==> src/rtl/dq_flow_ctrl.sv <==
// Decode-queue flow/redirect controller: occupancy tracking, bundle admission,
// stall/flush strobes and the flush -> PC reload -> refill redirect sequence.
module dq_flow_ctrl #(
   parameter int DQ_N      = 8,
   parameter int MQ_N      = 4,
   parameter int FLUSH_CYC = 2,
   parameter int PC_W      = 64
) (
   input  logic                      clk,
   input  logic                      rst,
   input  logic                      start,
   input  logic                      fet_valid,
   input  logic [$clog2(MQ_N):0]     fet_cnt,
   output logic                      fet_accept,
   input  logic                      deq_pop,
   input  logic                      redirect_req,
   input  logic [PC_W-1:0]           redirect_pc,
   output logic                      fetch_pc_load,
   output logic [PC_W-1:0]           fetch_pc,
   output logic                      dq_flush,
   output logic                      dq_stall,
   output logic [$clog2(DQ_N):0]     occ,
   output logic                      dq_empty,
   output logic                      dq_full
);

   localparam int CW  = $clog2(MQ_N) + 1;
   localparam int OW  = $clog2(DQ_N) + 1;
   localparam int FCW = $clog2(FLUSH_CYC + 1);

   localparam logic [OW-1:0]  OCC_MAX   = OW'(DQ_N);
   localparam logic [CW-1:0]  CNT_MAX   = CW'(MQ_N);
   localparam logic [FCW-1:0] FLUSH_INI = FCW'(FLUSH_CYC - 1);

   typedef enum logic [1:0] {
      S_IDLE   = 2'd0,
      S_RUN    = 2'd1,
      S_FLUSH  = 2'd2,
      S_REFILL = 2'd3
   } state_e;

   state_e           state_q, state_d;
   logic [OW-1:0]    occ_q, occ_d;
   logic [FCW-1:0]   flush_cnt_q, flush_cnt_d;
   logic [PC_W-1:0]  fetch_pc_q, fetch_pc_d;
   logic             fetch_pc_load_q, fetch_pc_load_d;
   logic             dq_flush_q, dq_flush_d;

   logic             active;
   logic             redir;
   logic             pop_eff;
   logic             fits;
   logic [OW:0]      occ_sum;

   assign active  = (state_q == S_RUN) || (state_q == S_REFILL);
   assign redir   = redirect_req && (state_q != S_IDLE);
   assign pop_eff = deq_pop && (occ_q != '0);

   // Admission ignores a same-cycle pop: the freed slot is only credited next cycle.
   assign occ_sum = {1'b0, occ_q} + (OW+1)'(fet_cnt);
   assign fits    = (occ_sum <= {1'b0, OCC_MAX});

   assign fet_accept = fet_valid && (fet_cnt != '0) && active && !redirect_req && fits;

   always_comb begin
      state_d         = state_q;
      occ_d           = occ_q;
      flush_cnt_d     = flush_cnt_q;
      fetch_pc_d      = fetch_pc_q;
      fetch_pc_load_d = 1'b0;

      case (state_q)
         S_IDLE: begin
            if (start) state_d = S_RUN;
         end
         S_RUN, S_REFILL: begin
            occ_d = occ_q - OW'(pop_eff) + (fet_accept ? OW'(fet_cnt) : '0);
            if (state_q == S_REFILL && fet_accept) state_d = S_RUN;
         end
         S_FLUSH: begin
            occ_d = '0;
            if (flush_cnt_q == '0) state_d = S_REFILL;
            else flush_cnt_d = flush_cnt_q - 1'b1;
         end
         default: state_d = S_IDLE;
      endcase

      // A redirect outranks any accept/pop and restarts the flush window.
      if (redir) begin
         state_d         = S_FLUSH;
         flush_cnt_d     = FLUSH_INI;
         occ_d           = '0;
         fetch_pc_d      = redirect_pc;
         fetch_pc_load_d = 1'b1;
      end
   end

   assign dq_flush_d = (state_d == S_IDLE) || (state_d == S_FLUSH);

   always_ff @(posedge clk or posedge rst) begin
      if (rst) begin
         state_q         <= S_IDLE;
         occ_q           <= '0;
         flush_cnt_q     <= '0;
         fetch_pc_q      <= '0;
         fetch_pc_load_q <= 1'b0;
         dq_flush_q      <= 1'b1;
      end else begin
         state_q         <= state_d;
         occ_q           <= occ_d;
         flush_cnt_q     <= flush_cnt_d;
         fetch_pc_q      <= fetch_pc_d;
         fetch_pc_load_q <= fetch_pc_load_d;
         dq_flush_q      <= dq_flush_d;
      end
   end

   assign dq_stall      = active ? !(deq_pop || fet_accept) : 1'b1;
   assign fetch_pc_load = fetch_pc_load_q;
   assign fetch_pc      = fetch_pc_q;
   assign dq_flush      = dq_flush_q;
   assign occ           = occ_q;
   assign dq_empty      = (occ_q == '0);
   assign dq_full       = (occ_q == OCC_MAX);

   a_cnt_legal: assert property (@(posedge clk) disable iff (rst)
      fet_valid |-> (fet_cnt <= CNT_MAX));
   a_occ_bound: assert property (@(posedge clk) disable iff (rst)
      occ_q <= OCC_MAX);

endmodule

==> config.mk <==
export PLATFORM = sky130hd
export DESIGN_NAME = dq_flow_ctrl
export DESIGN_NICKNAME = d
export VERILOG_FILES = /design/src/rtl/dq_flow_ctrl.sv
export SDC_FILE = /design/constraint.sdc
export NUM_CORES = 1
export LEC_CHECK = 0
export ABC_AREA = 1
export CAP_MARGIN = 20
export CORE_MARGIN = 1.5
export CORE_UTILIZATION = 41
export CTS_CLUSTER_SIZE = 10
export DETAILED_ROUTE_END_ITERATION = 6
export HOLD_SLACK_MARGIN = 0.12
export PLACE_DENSITY_LB_ADDON = 0.15
export SLEW_MARGIN = 20
export SYNTH_ARGS = -nofsm -noshare
export SYNTH_HDL_FRONTEND = slang
export SYNTH_SLANG_ARGS = --single-unit
==> constraint.sdc <==
create_clock -name clk -period 3 [get_ports clk]
set_clock_uncertainty 0.05 [all_clocks]
set_input_delay 0.45 -clock clk [delete_from_list [all_inputs] [get_ports clk]]
set_output_delay 0.45 -clock clk [all_outputs]
set_load 0.05 [all_outputs]
# [Yosys cells after proc, flatten, opt, wreduce, memory -nomap -nowiden]
# Index checks and enable logic that the tools add are counted.
# Widths: inputs -> output; s select.
[totals] ff_bits=74 in_bits=73 output_inout_bits=74 wordCells=53
[classes] addsub=4 order_cmp=1 n_eq_ne=6 mux=13 n_reduce_logical=23
[op_table] op="$mux 2" count=7
[op_table] op="$pmux 4 s2" count=1
[op_table] op="$logic_and 1x1->1" count=7
[op_table] op="$eq 2x2->1 const B" count=3
[op_table] op="$logic_not 2->1" count=3
[op_table] op="$pmux 2 s3" count=1
[op_table] op="$reduce_bool 3->1" count=2
[op_table] op="$add 4x3->5" count=1
[op_table] op="$le 5x4->1 const B" count=1
[op_table] op="$add 4x3->4" count=1
[op_table] op="$eq 4x4->1 const B" count=1
[op_table] op="$logic_not 4->1" count=1
[op_table] op="$mux 4" count=1
[op_table] op="$reduce_bool 2->1" count=2
[op_table] op="$reduce_bool 4->1" count=1
[op_table] op="$sub 4x1->4" count=1
[op_table] op="$logic_or 1x1->1" count=3
[op_table] op="$mux 3" count=1
[op_table] op="$eq 2x1->1 const B" count=1
[op_table] op="$logic_not 1->1" count=2
[op_table] op="$mux 1" count=2
[op_table] op="$ne 2x2->1 const B" count=1
[op_table] op="$reduce_and 2->1" count=1
[op_table] op="$reduce_or 2->1" count=1
[op_table] op="$sub 2x1->2 const B" count=1

# [Longest topological paths before layout]
[depth] word_depth=11 ltp_mapped=16 depth_no_buf=16

# [Worst setup path after synthesis]
# Ideal clock, no wire load.
[synth_path] path_kind="reg-to-reg" startpoint="reg occ_q[1], in the netlist occ[1]" endpoint="reg occ_q[2], in the netlist occ[2]" setup_ns=0.122 arrival_time_ns=3.181 required_time_ns=2.828 path_slack_ns=-0.353 stages_incl_launch_ff=11 n_path_buf=0 synth_period_minus_slack_ns=3.353 path_cell_list="dfrtp_1 nor2_1 inv_1 nor3_1 nor2_1 ha_1 inv_1 ha_1 fa_1 xor2_1 o2bb2ai_1"
[synth_via] elab_chain_cells=7 elab_cells_between_ends=10 cone_classes="add/sub (3); order compare (1); mux (3); reduce/logical (3)"
[synth_lines] item="from (decl)" line="43" rtl="logic [OW-1:0] occ_q, occ_d;"
[synth_lines] item="from (signal assigned)" line="103" rtl="occ_q <= '0;"
[synth_lines] item="from (signal assigned)" line="110" rtl="occ_q <= occ_d;"
[synth_lines] item="$add 4x3->5" line="60" rtl="assign occ_sum = {1'b0, occ_q} + (OW+1)'(fet_cnt);"
[synth_lines] item="$le 5x4->1" line="61" rtl="assign fits = (occ_sum <= {1'b0, OCC_MAX});"
[synth_lines] item="$logic_and 1x1->1" line="63" rtl="assign fet_accept = fet_valid && (fet_cnt != '0) && active && !redirect_req && fits;"
[synth_lines] item="$mux 3" line="77" rtl="occ_d = occ_q - OW'(pop_eff) + (fet_accept ? OW'(fet_cnt) : '0);"
[synth_lines] item="$add 4x3->4 *" line="77"
[synth_lines] item="$pmux 4 s2 *" line="72" rtl="case (state_q)"
[synth_lines] item="$mux 4 *" line="89" rtl="if (redir) begin"
# Mark *: on every way between the ends. The rest lies on a longest branch, timed or not.
# A chain may end at the register's enable or synchronous reset.

# [Worst setup path in the final report]
[layout_path] startpoint="reg occ_q[0], in the netlist occ[0]" endpoint="reg occ_q[2], in the netlist occ[2]"
# The elaborated chain is that of the path after synthesis.

==> impl_results.md <==
* Status: finished, final reports clean
* Arrival @ worst endpoint at about 3.1 ns
* Max_cap viols at 0
* Worst vdd ir at 0.000353 V
* Async set-reset flop share out of synthesis at 100%
* H-tree levels at 3
* Remaining global-route overflow at 0
* Area share of the largest cell type after synthesis at 57.7%
* Crit. End Element: register
* R2R cell count at 14
* N_diodes at 0
* Starting density of the core at a little over two fifths
* TritonCTS Buffers at 9
* Total Routing Usage GR at 20.7%
* Final period util at 95.8%
* Nets at 605
* Die Ht at 90.9 µm
* Fillers at 636
* Critical Path Start Type: register
* Vias in the first global route at about 2900
* Cts-stage hold buffer count at 0
* DRC viols at 0
* Crit Path Category: reg2reg
* FMAX at 0.348 GHz
* Power per cell area at 752 mW/mm²
* WL/cell at 13.0 µm
* HP Class: reg2reg
* First-pass GRT wire length at 13500 µm
* Ports at 147
* Post-synth top cells: nand2_1, dfrtp_1, inv_1
* Critical R2R Capture: occ[2]
* Post-route antenna net violation count at 0
* Most common cell in the netlist: nand2_1
* Warnings, synthesis at 0
* Clk sinks at 74
* Worst Path Max Fanout at 4
* Initial DRC Count at 102
* Die X at 90.9 µm
* Port Buffers at 146
* Mapped cell area at approximately 0.0032 mm²
* Max incr delay on CP at 0.44 ns
* Req. time, crit path at approximately 3.2 ns
* Clk pin slew, worst setup/hold paths at 0.08 ns
* Syn Nets at 450
* Initial antenna violation count at 0
* Routed wire length at 8110 µm
* Top_reg_cell synth: dfrtp_1
* WHS Path Cells at 2
* Core Area at 0.00737 mm²
* CP Capture Point: occ[2]
* R2r startpoint: occ[0]
* Drt pass-1 iters at 4
* Fin crit period at 2.87 ns
* Post-Place Cells at 607
* Number of enable flip-flop cells after synthesis at 0
* Setup WS post-layout at 0.126 ns
* Flops & latches, synth at 74
* Vias/cell at 4.56
* Leakage at 0.00247 µW
* Seq/Total Area, Yosys at 58.6%
* Unique masters post-synth at 24
* Reg area at 0.00186 mm²
* Layout cells sized above 1 at 8.95%
* Setup Viol. Count Final at 0
* Max-slew headroom at 45.0%
* Number of standard cells after synthesis at 365
* Reg-to-reg slack, setup at 0.13 ns
* TritonCTS clock tree: built
* Post-DP HPWL at 5850 µm
* Die area at between 0.008 and 0.009 mm²
* Area grow syn2layout at 58.8%
* Via count at 2847
* Crit path from: occ[0]
* Cell Chain, Critical Path: ha_4, fa_2, nor2_1, o21ai_0, nand3_1, nand2_2, inv_6, nand2_1, ha_1, inv_1, ha_1, fa_2, xor2_1, o2bb2ai_1
* CTS root buf: clkbuf_8
* Clk_lat worst skew at roughly 0.33 ns
* Maximum clock path buffer count at 2
* RSZ-0062 raised after global routing: false
* Top cells by area, synth: dfrtp_1, nand2_1, ha_1, inv_1, buf_4
* Post-placement setup slack at -0.421 ns
* Final GP Congestion at 0.824
* Slowest CP cell: dfrtp_2
* Largest net degree at the start of global routing at between 60 and 70
* Final Hold Violating Endpoints at 0
* Final Non-Filler Cells at ~620
* Slew Limit Fails at 0
* Site row count at 31
* Worst Tran Pin Value at 0.824 ns
* Syn_area_per_cell at 8.67 µm²
* Utilization after layout at 68.2%
* Area of the multi-input gates at roughly 0.0012 mm²
* Post-synth top area cell: dfrtp_1
==> report_power, final <==
part           switching (µW)  internal, µW
combinational            1150           626
sequential                115          1190
clock                     361           345
total                    1620          2160
==> how the worst min path moves through the flow <==
| stage | start | end | slack (ns) |
|---|---|---|---|
| after floorplan | state_q[1] | state_q[1] | 0.41 |
| after global placement | fetch_pc[31] | fetch_pc[31] | 0.40 |
| after detailed placement | fetch_pc[25] | fetch_pc[25] | 0.41 |
| after CTS | fetch_pc[8] | fetch_pc[8] | 0.43 |
| after global routing | fetch_pc[5] | fetch_pc[5] | 0.45 |
| final | fetch_pc[22] | fetch_pc[22] | 0.42 |
==> flip-flops by register name, summed over array words and instances (netlist names) <==
| name | count |
|---|---|
| fetch_pc_load | 1 |
| occ | 4 |
| dq_flush | 1 |
| fetch_pc | 64 |
| state_q | 2 |
| flush_cnt_q | 2 |
==> layout make-up <==
class	instances	share of cell area, %
sequential	74	36.9
timing repair buffer	158	31.8
multi-input combinational	255	23.5
clock buffer	12	3.09
tap	99	2.46
inverter	22	1.74
clock inverter	4	0.523
==> layer usage <==
layer  vias up  GRT usage, %  routed length, µm
met1      1322          24.9               3430
met5         -             0                  0
met4         0          8.20                130
li1       1414             -                  -
met3        12          8.25                671
met2        99          33.4               3880
==> cell usage in the layout (no fill, tap or decap), drive strengths merged, types with 2 or more instances in the layout <==
cell type,netlist,routed
fa,2,2
ha,10,10
clkinv,0,3
a21oi,2,2
buf,14,14
dfrtp,73,73
inv,22,22
nor2,10,10
o21ai,6,6
clkdlybuf4s50,0,142
nand3,5,5
clkbuf,0,12
nor3,4,4
nand2,209,209
==> stage by stage <==
step	power (µW)	hold WS (ns)	setup TNS, ns	cell area (µm²)
5_1_grt	4010	0.446	0	5030
4_1_cts	3820	0.426	0	5010
2_1_floorplan	2450	0.412	0	3200
3_3_place_gp	3070	0.403	-0.747	4830
3_5_place_dp	3100	0.408	-1.13	4830
6_report	3780	0.419	0	5030
==> logic make-up after synthesis <==
logic type | share of synthesized area [%]
adders and majority gates | 5.22
AOI/OAI and AO/OA | 2.41
xor gates and xnor gates | 0.554
buffers and inverters | 5.26
and+or+nand+nor | 28.0
DFF | 58.6
==> critical path, delay by kind of cell (launching register included) <==
family,cells,cell delay [ns]
AOI/OAI and AO/OA,2,0.22
and+or+nand+nor,4,0.37
adders and majority gates,5,1.40
DFF,1,0.44
xor gates and xnor gates,1,0.17
buffers and inverters,2,0.11
==> repair_timing <==
action,CTS,global route
setup endpoints to repair,2,2
cloned,0,0
gates resized for setup,1,2
pin swaps,0,1
setup buffers,0,1
Note: power is estimated with default switching activity, not from simulation.
